`src/rtl/ram_access_arbiter.sv`:
```
`default_nettype none
// ============================================================================
// ram_access_arbiter: shares one registered-read RAM between IF and LS ports.
// Optional ARB_ROUND_ROBIN_EN alternates contested grants.  Rev 1.0
// ============================================================================
module ram_access_arbiter #(
  parameter int ADDR_W     = 16,
  parameter int DATA_W     = 16,
  parameter int RD_LATENCY = 1
) (
  input  logic              clk,
  input  logic              rst_n,
  input  logic              if_req,
  input  logic [ADDR_W-1:0] if_addr,
  output logic              if_gnt,
  output logic              if_rvalid,
  output logic [DATA_W-1:0] if_rdata,
  input  logic              ls_req,
  input  logic              ls_we,
  input  logic [ADDR_W-1:0] ls_addr,
  input  logic [DATA_W-1:0] ls_wdata,
  output logic              ls_gnt,
  output logic              ls_rvalid,
  output logic [DATA_W-1:0] ls_rdata,
  output logic [ADDR_W-1:0] ram_addr,
  output logic              ram_we,
  output logic [DATA_W-1:0] ram_wdata,
  input  logic [DATA_W-1:0] ram_rdata,
  output logic              busy
);

  localparam logic [2:0] C_LAT = 3'(RD_LATENCY);

  typedef enum logic [1:0] {
    IDLE  = 2'd0,
    ISSUE = 2'd1,
    WAIT  = 2'd2,
    RESP  = 2'd3
  } state_e;

  state_e            state_q, state_d;
  logic              win_ls_q, win_ls_d;
  logic              is_wr_q, is_wr_d;
  logic [2:0]        cnt_q, cnt_d;
  logic [DATA_W-1:0] if_rdata_q, if_rdata_d;
  logic [DATA_W-1:0] ls_rdata_q, ls_rdata_d;
  logic [ADDR_W-1:0] ram_addr_q, ram_addr_d;
  logic              ram_we_q, ram_we_d;
  logic [DATA_W-1:0] ram_wdata_q, ram_wdata_d;

  logic w_cand_if, w_cand_ls, w_pick_ls, w_prio_ls;

`ifdef ARB_ROUND_ROBIN_EN
  logic ptr_ls_q, ptr_ls_d;

  always_comb begin
    ptr_ls_d = ptr_ls_q;
    if (state_q == ISSUE) ptr_ls_d = ~win_ls_q;
  end

  always_ff @(posedge clk or negedge rst_n) begin
    if (!rst_n) ptr_ls_q <= 1'b0;
    else        ptr_ls_q <= ptr_ls_d;
  end

  assign w_prio_ls = ptr_ls_q;
`else
  assign w_prio_ls = 1'b1;
`endif

  // The port being granted in ISSUE still holds its request; mask it so a
  // write cannot be issued twice.
  always_comb begin
    w_cand_if = if_req & ~((state_q == ISSUE) & ~win_ls_q);
    w_cand_ls = ls_req & ~((state_q == ISSUE) &  win_ls_q);
    w_pick_ls = w_cand_ls & (~w_cand_if | w_prio_ls);
  end

  always_comb begin
    state_d     = state_q;
    win_ls_d    = win_ls_q;
    is_wr_d     = is_wr_q;
    cnt_d       = cnt_q;
    if_rdata_d  = if_rdata_q;
    ls_rdata_d  = ls_rdata_q;
    ram_addr_d  = ram_addr_q;
    ram_wdata_d = ram_wdata_q;
    ram_we_d    = 1'b0;

    case (state_q)
      IDLE, RESP: begin
        if (state_q == RESP) state_d = IDLE;
        if (w_cand_if | w_cand_ls) state_d = ISSUE;
      end
      ISSUE: begin
        if (is_wr_q) begin
          state_d = IDLE;
          if (w_cand_if | w_cand_ls) state_d = ISSUE;
        end else begin
          state_d = WAIT;
          cnt_d   = C_LAT;
        end
      end
      WAIT: begin
        if (cnt_q == 3'd1) begin
          state_d = RESP;
          if (win_ls_q) ls_rdata_d = ram_rdata;
          else          if_rdata_d = ram_rdata;
        end else begin
          cnt_d = cnt_q - 3'd1;
        end
      end
      default: state_d = IDLE;
    endcase

    // Loading the winner on every transition into ISSUE keeps the RAM lines
    // registered without a separate issue path.
    if (state_d == ISSUE) begin
      win_ls_d   = w_pick_ls;
      is_wr_d    = w_pick_ls & ls_we;
      ram_addr_d = w_pick_ls ? ls_addr : if_addr;
      if (w_pick_ls & ls_we) begin
        ram_we_d    = 1'b1;
        ram_wdata_d = ls_wdata;
      end
    end
  end

  always_ff @(posedge clk or negedge rst_n) begin
    if (!rst_n) begin
      state_q     <= IDLE;
      win_ls_q    <= 1'b0;
      is_wr_q     <= 1'b0;
      cnt_q       <= 3'd0;
      if_rdata_q  <= '0;
      ls_rdata_q  <= '0;
      ram_addr_q  <= '0;
      ram_we_q    <= 1'b0;
      ram_wdata_q <= '0;
    end else begin
      state_q     <= state_d;
      win_ls_q    <= win_ls_d;
      is_wr_q     <= is_wr_d;
      cnt_q       <= cnt_d;
      if_rdata_q  <= if_rdata_d;
      ls_rdata_q  <= ls_rdata_d;
      ram_addr_q  <= ram_addr_d;
      ram_we_q    <= ram_we_d;
      ram_wdata_q <= ram_wdata_d;
    end
  end

  assign if_gnt    = (state_q == ISSUE) & ~win_ls_q;
  assign ls_gnt    = (state_q == ISSUE) &  win_ls_q;
  assign if_rvalid = (state_q == RESP)  & ~win_ls_q;
  assign ls_rvalid = (state_q == RESP)  &  win_ls_q;
  assign if_rdata  = if_rdata_q;
  assign ls_rdata  = ls_rdata_q;
  assign ram_addr  = ram_addr_q;
  assign ram_we    = ram_we_q;
  assign ram_wdata = ram_wdata_q;
  assign busy      = (state_q != IDLE);

endmodule
`default_nettype wire

```
`config.mk`:
```
export PLATFORM = sky130hd
export DESIGN_NAME = ram_access_arbiter
export DESIGN_NICKNAME = d
export VERILOG_FILES = /design/src/rtl/ram_access_arbiter.sv
export SDC_FILE = /design/constraint.sdc
export NUM_CORES = 1
export LEC_CHECK = 0
export ABC_AREA = 1
export CAP_MARGIN = 10
export CELL_PAD_IN_SITES_DETAIL_PLACEMENT = 0
export CELL_PAD_IN_SITES_GLOBAL_PLACEMENT = 1
export CORE_AREA = 2 2 101 103
export DETAILED_ROUTE_END_ITERATION = 10
export DIE_AREA = 0 0 103 105
export PLACE_DENSITY_LB_ADDON = 0.1
export SYNTH_ARGS = -nofsm -noshare
export SYNTH_HDL_FRONTEND = slang
export SYNTH_SLANG_ARGS = --single-unit
```
`constraint.sdc`:
```
create_clock -name clk -period 2.7 [get_ports clk]
set_input_delay 0.675 -clock clk [delete_from_list [all_inputs] [get_ports clk]]
set_output_delay 0.675 -clock clk [all_outputs]
set_load 0.05 [all_outputs]
```
==> key figures, run 1 <==
Worst setup path
  • R2r setup slk: 690 ps
  • CP endpoint kind: output pin
  • Critical Path, Cell by Cell: ha_1 > inv_1 > nor2_1 > clkdlybuf4s50_1
  • R2r endpoint: ram_addr[3]$_DFFE_PN0N_
  • Reg2Reg Depth: 7
  • Critical Path Source Type: register
  • Delay-heaviest family, CP: buffers and inverters
  • WP buf/inv: 2
  • Required time worst endpoint: 2030 ps
  • CP arrival: 1890 ps
  • Worst r2r src: state_q[0]$_DFF_PN0_
  • Critical Setup Path Class: reg -> out
  • Crit-path max FO: 5
  • CP max stage delay: 820 ps
  • CP max-delay cell: clkdlybuf4s50_1

Timing
  • Clk_skew: 15.1 ps
  • Tcrit/Tclk final: 95.0%
  • Slew Limit Fails: 0
  • Setup TNS: 0 ps
  • Fmax: 390 MHz
  • Tmin final: 2570 ps
  • Min Hold Slack: 460 ps
  • Final hold vios: 0
  • RSZ-0062 raised after global routing: no
  • Min setup slack post-route: 134 ps
  • Worst Max-Slew Pin Slew: 922 ps
  • Slew margin rel.: 38.6%
  • Setup-failing EPs final: 0

Route
  • Detail Route Antenna Nets: 0
  • Drt pass-1 iters: 4
  • WL final: 7.67 mm
  • 1st-iter DRT viols: 90
  • Vias per Instance: 4.30
  • DR vias: 2614
  • DR DRC count: 0
  • Wire per inst: 12.6 um

Logic synthesis
  • Post-synthesis sequential area ratio: 57.5%
  • Net count after synthesis: 407
  • Number of synthesis warnings: 0
  • Cell count after synthesis: 331
  • Distinct cells, synth: 20
  • Post-Synthesis Cell Area: 3130 um^2
  • Flop and latch count out of synthesis: 72
  • Syn Area/Cell: 9.46 um^2

GRT
  • GRT Util Overall: 14.6%
  • Grt total ovfl: 0
  • Largest net degree at the start of global routing: 73
  • Antenna violations before repair: 0
  • First-pass GRT wire length: 12.5 mm
  • Number of global-route vias before repair: 2547

Power
  • Power Density: 1500 nW/um^2
  • Leak pwr: 2.38 nW
  • VDD IR max: 0.580 mV

Clock network
  • CTS sink count: 72
  • Clock root buffer: clkbuf_8
  • Setup bufs post-CTS: 0
  • CTS tree: done
  • CTS Buffer Depth: 2
  • Clk Latency, worst-skew pair: 340 ps
  • H-tree levels: 3
  • Clk pin slew, worst setup/hold paths: 80 ps
  • TritonCTS buffer count: 9

Placement
  • GPL Wtd Cong: 0.676
  • DP Wirelength: 5.49 mm
  • Number of port buffers: 138
  • Place WS: 336 ps

Finish
  • Ratio of cells with drive above 1 in the final layout: 6.32%
  • Most frequent cells in the layout: clkdlybuf4s50_1 (133), nand2_1 (102), dfrtp_1 (72)
  • Fin nets: 546
  • ANT cells: 0
  • Commonest non-fill, non-tap cell in the layout: clkdlybuf4s50_1
  • Utilization after layout: 50.5%
  • P&R area growth vs syn: 55.4%

Worst hold path
  • Worst Hold Class: in -> async

Die
  • Die height: 105 um
  • Initial Util: 32.5%
  • # rows: 36
  • # IOs: 139
  • Chip Width: 103 um
  • Die area: 10800 um^2
  • Core Box Area: 9640 um^2

Status
  • Status: completed

Flow run
  • Max-cap violations: 0
-- cells in the mapped netlist, drive strengths merged --
cell      n  area share [%]
or2       1            0.20
clkbuf    6            0.72
ha        7             2.8
dfrtp    72              58
buf       8             2.0
o21ai    53             8.5
nand4    16             3.2
nor2      3            0.44
inv      36             4.3
nand3     4             1.0
a21oi     1            0.16
nand2   108              14
mux2i    16             5.1
-- routing by layer --
layer / part of all wire (%) / GRT usage, % / vias up
li1: - / - / 1339
met2: 44 / 21.6 / 92
met5: 0 / 0 / -
met3: 7.7 / 3.88 / 7
met1: 48 / 20.6 / 1176
met4: 1.1 / 4.79 / 0
-- power by group --
| group | internal, mW | leakage (nW) | switching [mW] | total, mW |
|---|---|---|---|---|
| Combinational | 1.38 | 1.40 | 2.99 | 4.38 |
| Sequential | 1.62 | 0.869 | 0.284 | 1.90 |
| Clock | 0.619 | 0.117 | 0.406 | 1.03 |
| Total | 3.62 | 2.38 | 3.68 | 7.30 |
-- repair_timing --
item,CTS,global route
setup endpoints to repair,1,2
gates resized for setup,1,2
hold buffers,0,0
-- metrics by stage --
| stage | std cells | power, mW | cell area [um^2] |
|---|---|---|---|
| after floorplan | 331 | 5.00 | 3130 |
| after global placement | 592 | 6.32 | 4620 |
| after detailed placement | 592 | 6.37 | 4620 |
| after CTS | 608 | 7.42 | 4860 |
| after global routing | 608 | 7.80 | 4870 |
| final | 608 | 7.30 | 4870 |
-- worst register-to-register path: stages (launching register included) --
cell and delay (ps):
dfrtp_1 420, inv_1 80, ha_1 360, or2_2 310
nand2_1 110, nand2_4 160, nand2_4 320, o21ai_1 140
-- worst max path at each step --
stage | start | endpoint | depth (start not counted)
detailed placement | state_q[1]$_DFF_PN0_ | ls_gnt | 5
global placement | state_q[1]$_DFF_PN0_ | ls_gnt | 5
floorplan | state_q[0]$_DFF_PN0_ | if_rvalid | 3
finish | state_q[0]$_DFF_PN0_ | if_rvalid | 4
CTS | state_q[0]$_DFF_PN0_ | busy | 4
global route | state_q[0]$_DFF_PN0_ | if_rvalid | 4
-- cell families (layout without fill, tap and decap cells) --
kind of cell	count (synthesis)	in the layout	synth area share, %
muxes	16	16	5.11
adders and majority gates	7	7	2.80
and+or+nand+nor	132	132	18.9
buffers and inverters	50	194	6.99
AOI/OAI and AO/OA	54	54	8.63
DFF	72	72	57.5
-- layout make-up --
type	count	area [um^2]
Clock buffer	10	128
Fill cell	982	4770
Clock inverter	6	115
Timing Repair Buffer	142	1410
Tap cell	133	166
Sequential cell	72	1800
Multi-Input combinational cell	209	1110
Inverter	36	135
-- flip-flops by register name, summed over array words and instances, names as in the netlist --
name	flops
cnt_q	3
ram_addr	16
is_wr_q	1
ram_we	1
ls_rdata	16
state_q	2
win_ls_q	1
ram_wdata	16
if_rdata	16
(Power assumes the default switching activity.)
==> run 2, diff against run 1 <==
- CORE_AREA: 2 2 101 103 -> 2 2 106 108
- DIE_AREA: 0 0 103 105 -> 0 0 108 110
- clock period: 2.7 -> 2.87 ns (I/O delays scaled with it)
==> run 2 against run 1 <==
  * Routed wire length is 6.2% higher
  * Final cell count is 1.5% higher
  * Critical path type unchanged
  * Cell area is 0.54% lower
==> key figures, run 2 (same netlist as run 1, synthesis figures left out) <==
Status
  • Status: completed (unchanged)

Placement
  • GPL Wtd Cong: 0.719 (was 0.676)
  • DP Wirelength: 5.87 mm (was 5.49 mm)
  • Number of port buffers: 138 (unchanged)

Worst setup path
  • Crit-path max FO: 4 (was 5)
  • CP max-delay cell: clkdlybuf4s50_1 (unchanged)
  • Reg2Reg Depth: 8 (was 7)
  • CP endpoint kind: output pin (unchanged)
  • Critical path's most frequent cell: inv_1
  • R2r endpoint: ram_addr[4]$_DFFE_PN0N_ (was ram_addr[3]$_DFFE_PN0N_)
  • Critical Path, Cell by Cell: inv_1 > ha_1 > nand2_2 > inv_1 > clkdlybuf4s50_1 (was ha_1 > inv_1 > nor2_1 > clkdlybuf4s50_1)
  • Critical Setup Path Class: reg -> out (unchanged)
  • CP arrival: 2030 ps (was 1890 ps)
  • Critical Path Source Type: register (unchanged)
  • Worst r2r src: state_q[0]$_DFF_PN0_ (unchanged)
  • R2r setup slk: 820 ps (was 690 ps)
  • Required time worst endpoint: 2150 ps (was 2030 ps)
  • Delay-heaviest family, CP: buffers and inverters (unchanged)
  • CP max stage delay: 790 ps (was 820 ps)
  • WP buf/inv: 3 (was 2)

Timing
  • Fmax: 363 MHz
  • Slew margin rel.: 63.8% (was 38.6%)
  • Tcrit/Tclk final: 95.9%
  • RSZ-0062 raised after global routing: no (unchanged)
  • Slew Limit Fails: 0 (unchanged)
  • Min Hold Slack: 340 ps (was 460 ps)
  • Setup-failing EPs final: 0 (unchanged)
  • Worst Max-Slew Pin Slew: 541 ps (was 922 ps)
  • Clk_skew: 12.8 ps (was 15.1 ps)
  • Setup TNS: 0 ps (unchanged)
  • Tmin final: 2750 ps
  • Final hold vios: 0 (unchanged)

Clock network
  • Clk pin slew, worst setup/hold paths: 80 ps (about the same)
  • TritonCTS buffer count: 9 (unchanged)
  • CTS tree: done (unchanged)
  • Setup bufs post-CTS: 0 (unchanged)
  • Post_cts resized: 0 (was 1)
  • Clock root buffer: clkbuf_8 (unchanged)
  • Clk Latency, worst-skew pair: 340 ps (about the same)
  • H-tree levels: 3 (unchanged)
  • CTS Buffer Depth: 2 (unchanged)
  • CTS Hold Bufs: 0 (unchanged)
  • CTS sink count: 72 (unchanged)

Route
  • Detail Route Antenna Nets: 0 (unchanged)
  • DR vias: 2688 (was 2614)
  • Wire per inst: 13.2 um (was 12.6 um)
  • Vias per Instance: 4.36 (was 4.30)
  • Drt pass-1 iters: 4 (unchanged)
  • 1st-iter DRT viols: 97 (was 90)
  • DR DRC count: 0 (unchanged)
  • WL final: 8.14 mm (was 7.67 mm)

Die
  • Die area: 11900 um^2 (was 10800 um^2)
  • # IOs: 139 (unchanged)
  • Chip Width: 108 um (was 103 um)
  • Initial Util: 29.3% (was 32.5%)
  • Core Box Area: 10700 um^2 (was 9640 um^2)
  • # rows: 38 (was 36)
  • Die height: 110 um (was 105 um)

Worst hold path
  • Worst Hold Class: in -> async (unchanged)

Finish
  • Fin nets: 548 (was 546)
  • ANT cells: 0 (unchanged)
  • Most frequent cells in the layout: clkdlybuf4s50_1 (137), nand2_1 (102), dfrtp_1 (72) (was clkdlybuf4s50_1 (133), nand2_1 (102), dfrtp_1 (72))
  • Ratio of cells with drive above 1 in the final layout: 6.71% (was 6.32%)
  • Commonest non-fill, non-tap cell in the layout: clkdlybuf4s50_1 (unchanged)
  • Utilization after layout: 45.3% (was 50.5%)
  • P&R area growth vs syn: 54.6% (was 55.4%)

Power
  • VDD IR max: 0.521 mV (was 0.580 mV)
  • Clk pwr share: 11.8% (was 14.0%)
  • Net Sw Frac: 52.1% (was 50.5%)
  • Logic pwr share: 61.7% (was 59.9%)
  • Sequential share of power: 26.6% (was 26.0%)
  • Power Density: 1390 nW/um^2 (was 1500 nW/um^2)
  • Leak pwr: 2.34 nW (was 2.38 nW)
  • Int Pwr: 3.23 mW (was 3.62 mW)
  • Net Sw Power: 3.51 mW (was 3.68 mW)

Flow run
  • Max-cap violations: 0 (unchanged)

GRT
  • Antenna violations before repair: 0 (unchanged)
  • Largest net degree at the start of global routing: 39 (was 73)
  • Number of global-route vias before repair: 2496 (was 2547)
  • First-pass GRT wire length: 12.7 mm (was 12.5 mm)
  • Grt total ovfl: 0 (unchanged)
  • GRT Util Overall: 13.9% (was 14.6%)
-- run 2: how the worst max path moves through the flow --
stage | start | end | slack (ps) | cells past startpoint
after floorplan | state_q[0]$_DFF_PN0_ | if_rvalid | 920 | 3
after global placement | state_q[1]$_DFF_PN0_ | ls_gnt | 510 | 5
after detailed placement | state_q[1]$_DFF_PN0_ | ls_gnt | 480 | 5
after CTS | state_q[1]$_DFF_PN0_ | ls_gnt | 80 | 5
after global routing | state_q[1]$_DFF_PN0_ | if_gnt | 0.9 | 5
final | state_q[1]$_DFF_PN0_ | ls_gnt | 120 | 5
-- run 2: per-stage QoR --
step / area (um^2) / power, mW / setup WS [ps] / std cells
6_report: 4840 / 6.74 / 119 / 617
5_1_grt: 4840 / 7.20 / 0.899 / 617
4_1_cts: 4840 / 6.83 / 82.8 / 617
3_5_place_dp: 4650 / 6.01 / 476 / 601
3_3_place_gp: 4650 / 5.99 / 508 / 601
2_1_floorplan: 3130 / 4.71 / 916 / 331
-- run 2: layer usage --
| layer | GRT usage, % | share of wire (%) | wire [um] |
|---|---|---|---|
| met5 | 0 | 0 | 0 |
| met4 | 4.40 | 1.0 | 84 |
| met3 | 4.29 | 7.7 | 630 |
| met2 | 21.0 | 44 | 3590 |
| met1 | 19.1 | 47 | 3840 |
-- run 2: power groups by stage --
stage | Sequential [mW] | Clock, mW | Combinational (mW)
finish | 1.79 | 0.793 | 4.15
global route | 1.86 | 0.870 | 4.47
CTS | 1.79 | 0.826 | 4.21
detailed placement | 1.81 | 0 | 4.20
global placement | 1.80 | 0 | 4.19
floorplan | 3.36 | 0 | 1.34
-- run 2: area by class of cell --
class	count	area, um^2
clock buffer	9	124
clock inverter	7	70.1
fill	1063	5860
inverter	36	135
multi-input combinational	209	1110
sequential	72	1800
tap	140	175
timing repair buffer	144	1420
-- run 2: worst register-to-register path, stage by stage (launching register included) --
cell	delay, ps
dfrtp_1	420
inv_1	80
ha_1	360
or2_2	310
nand2_1	110
nand2_4	170
nand2_4	330
nand2_1	100
o21ai_1	90
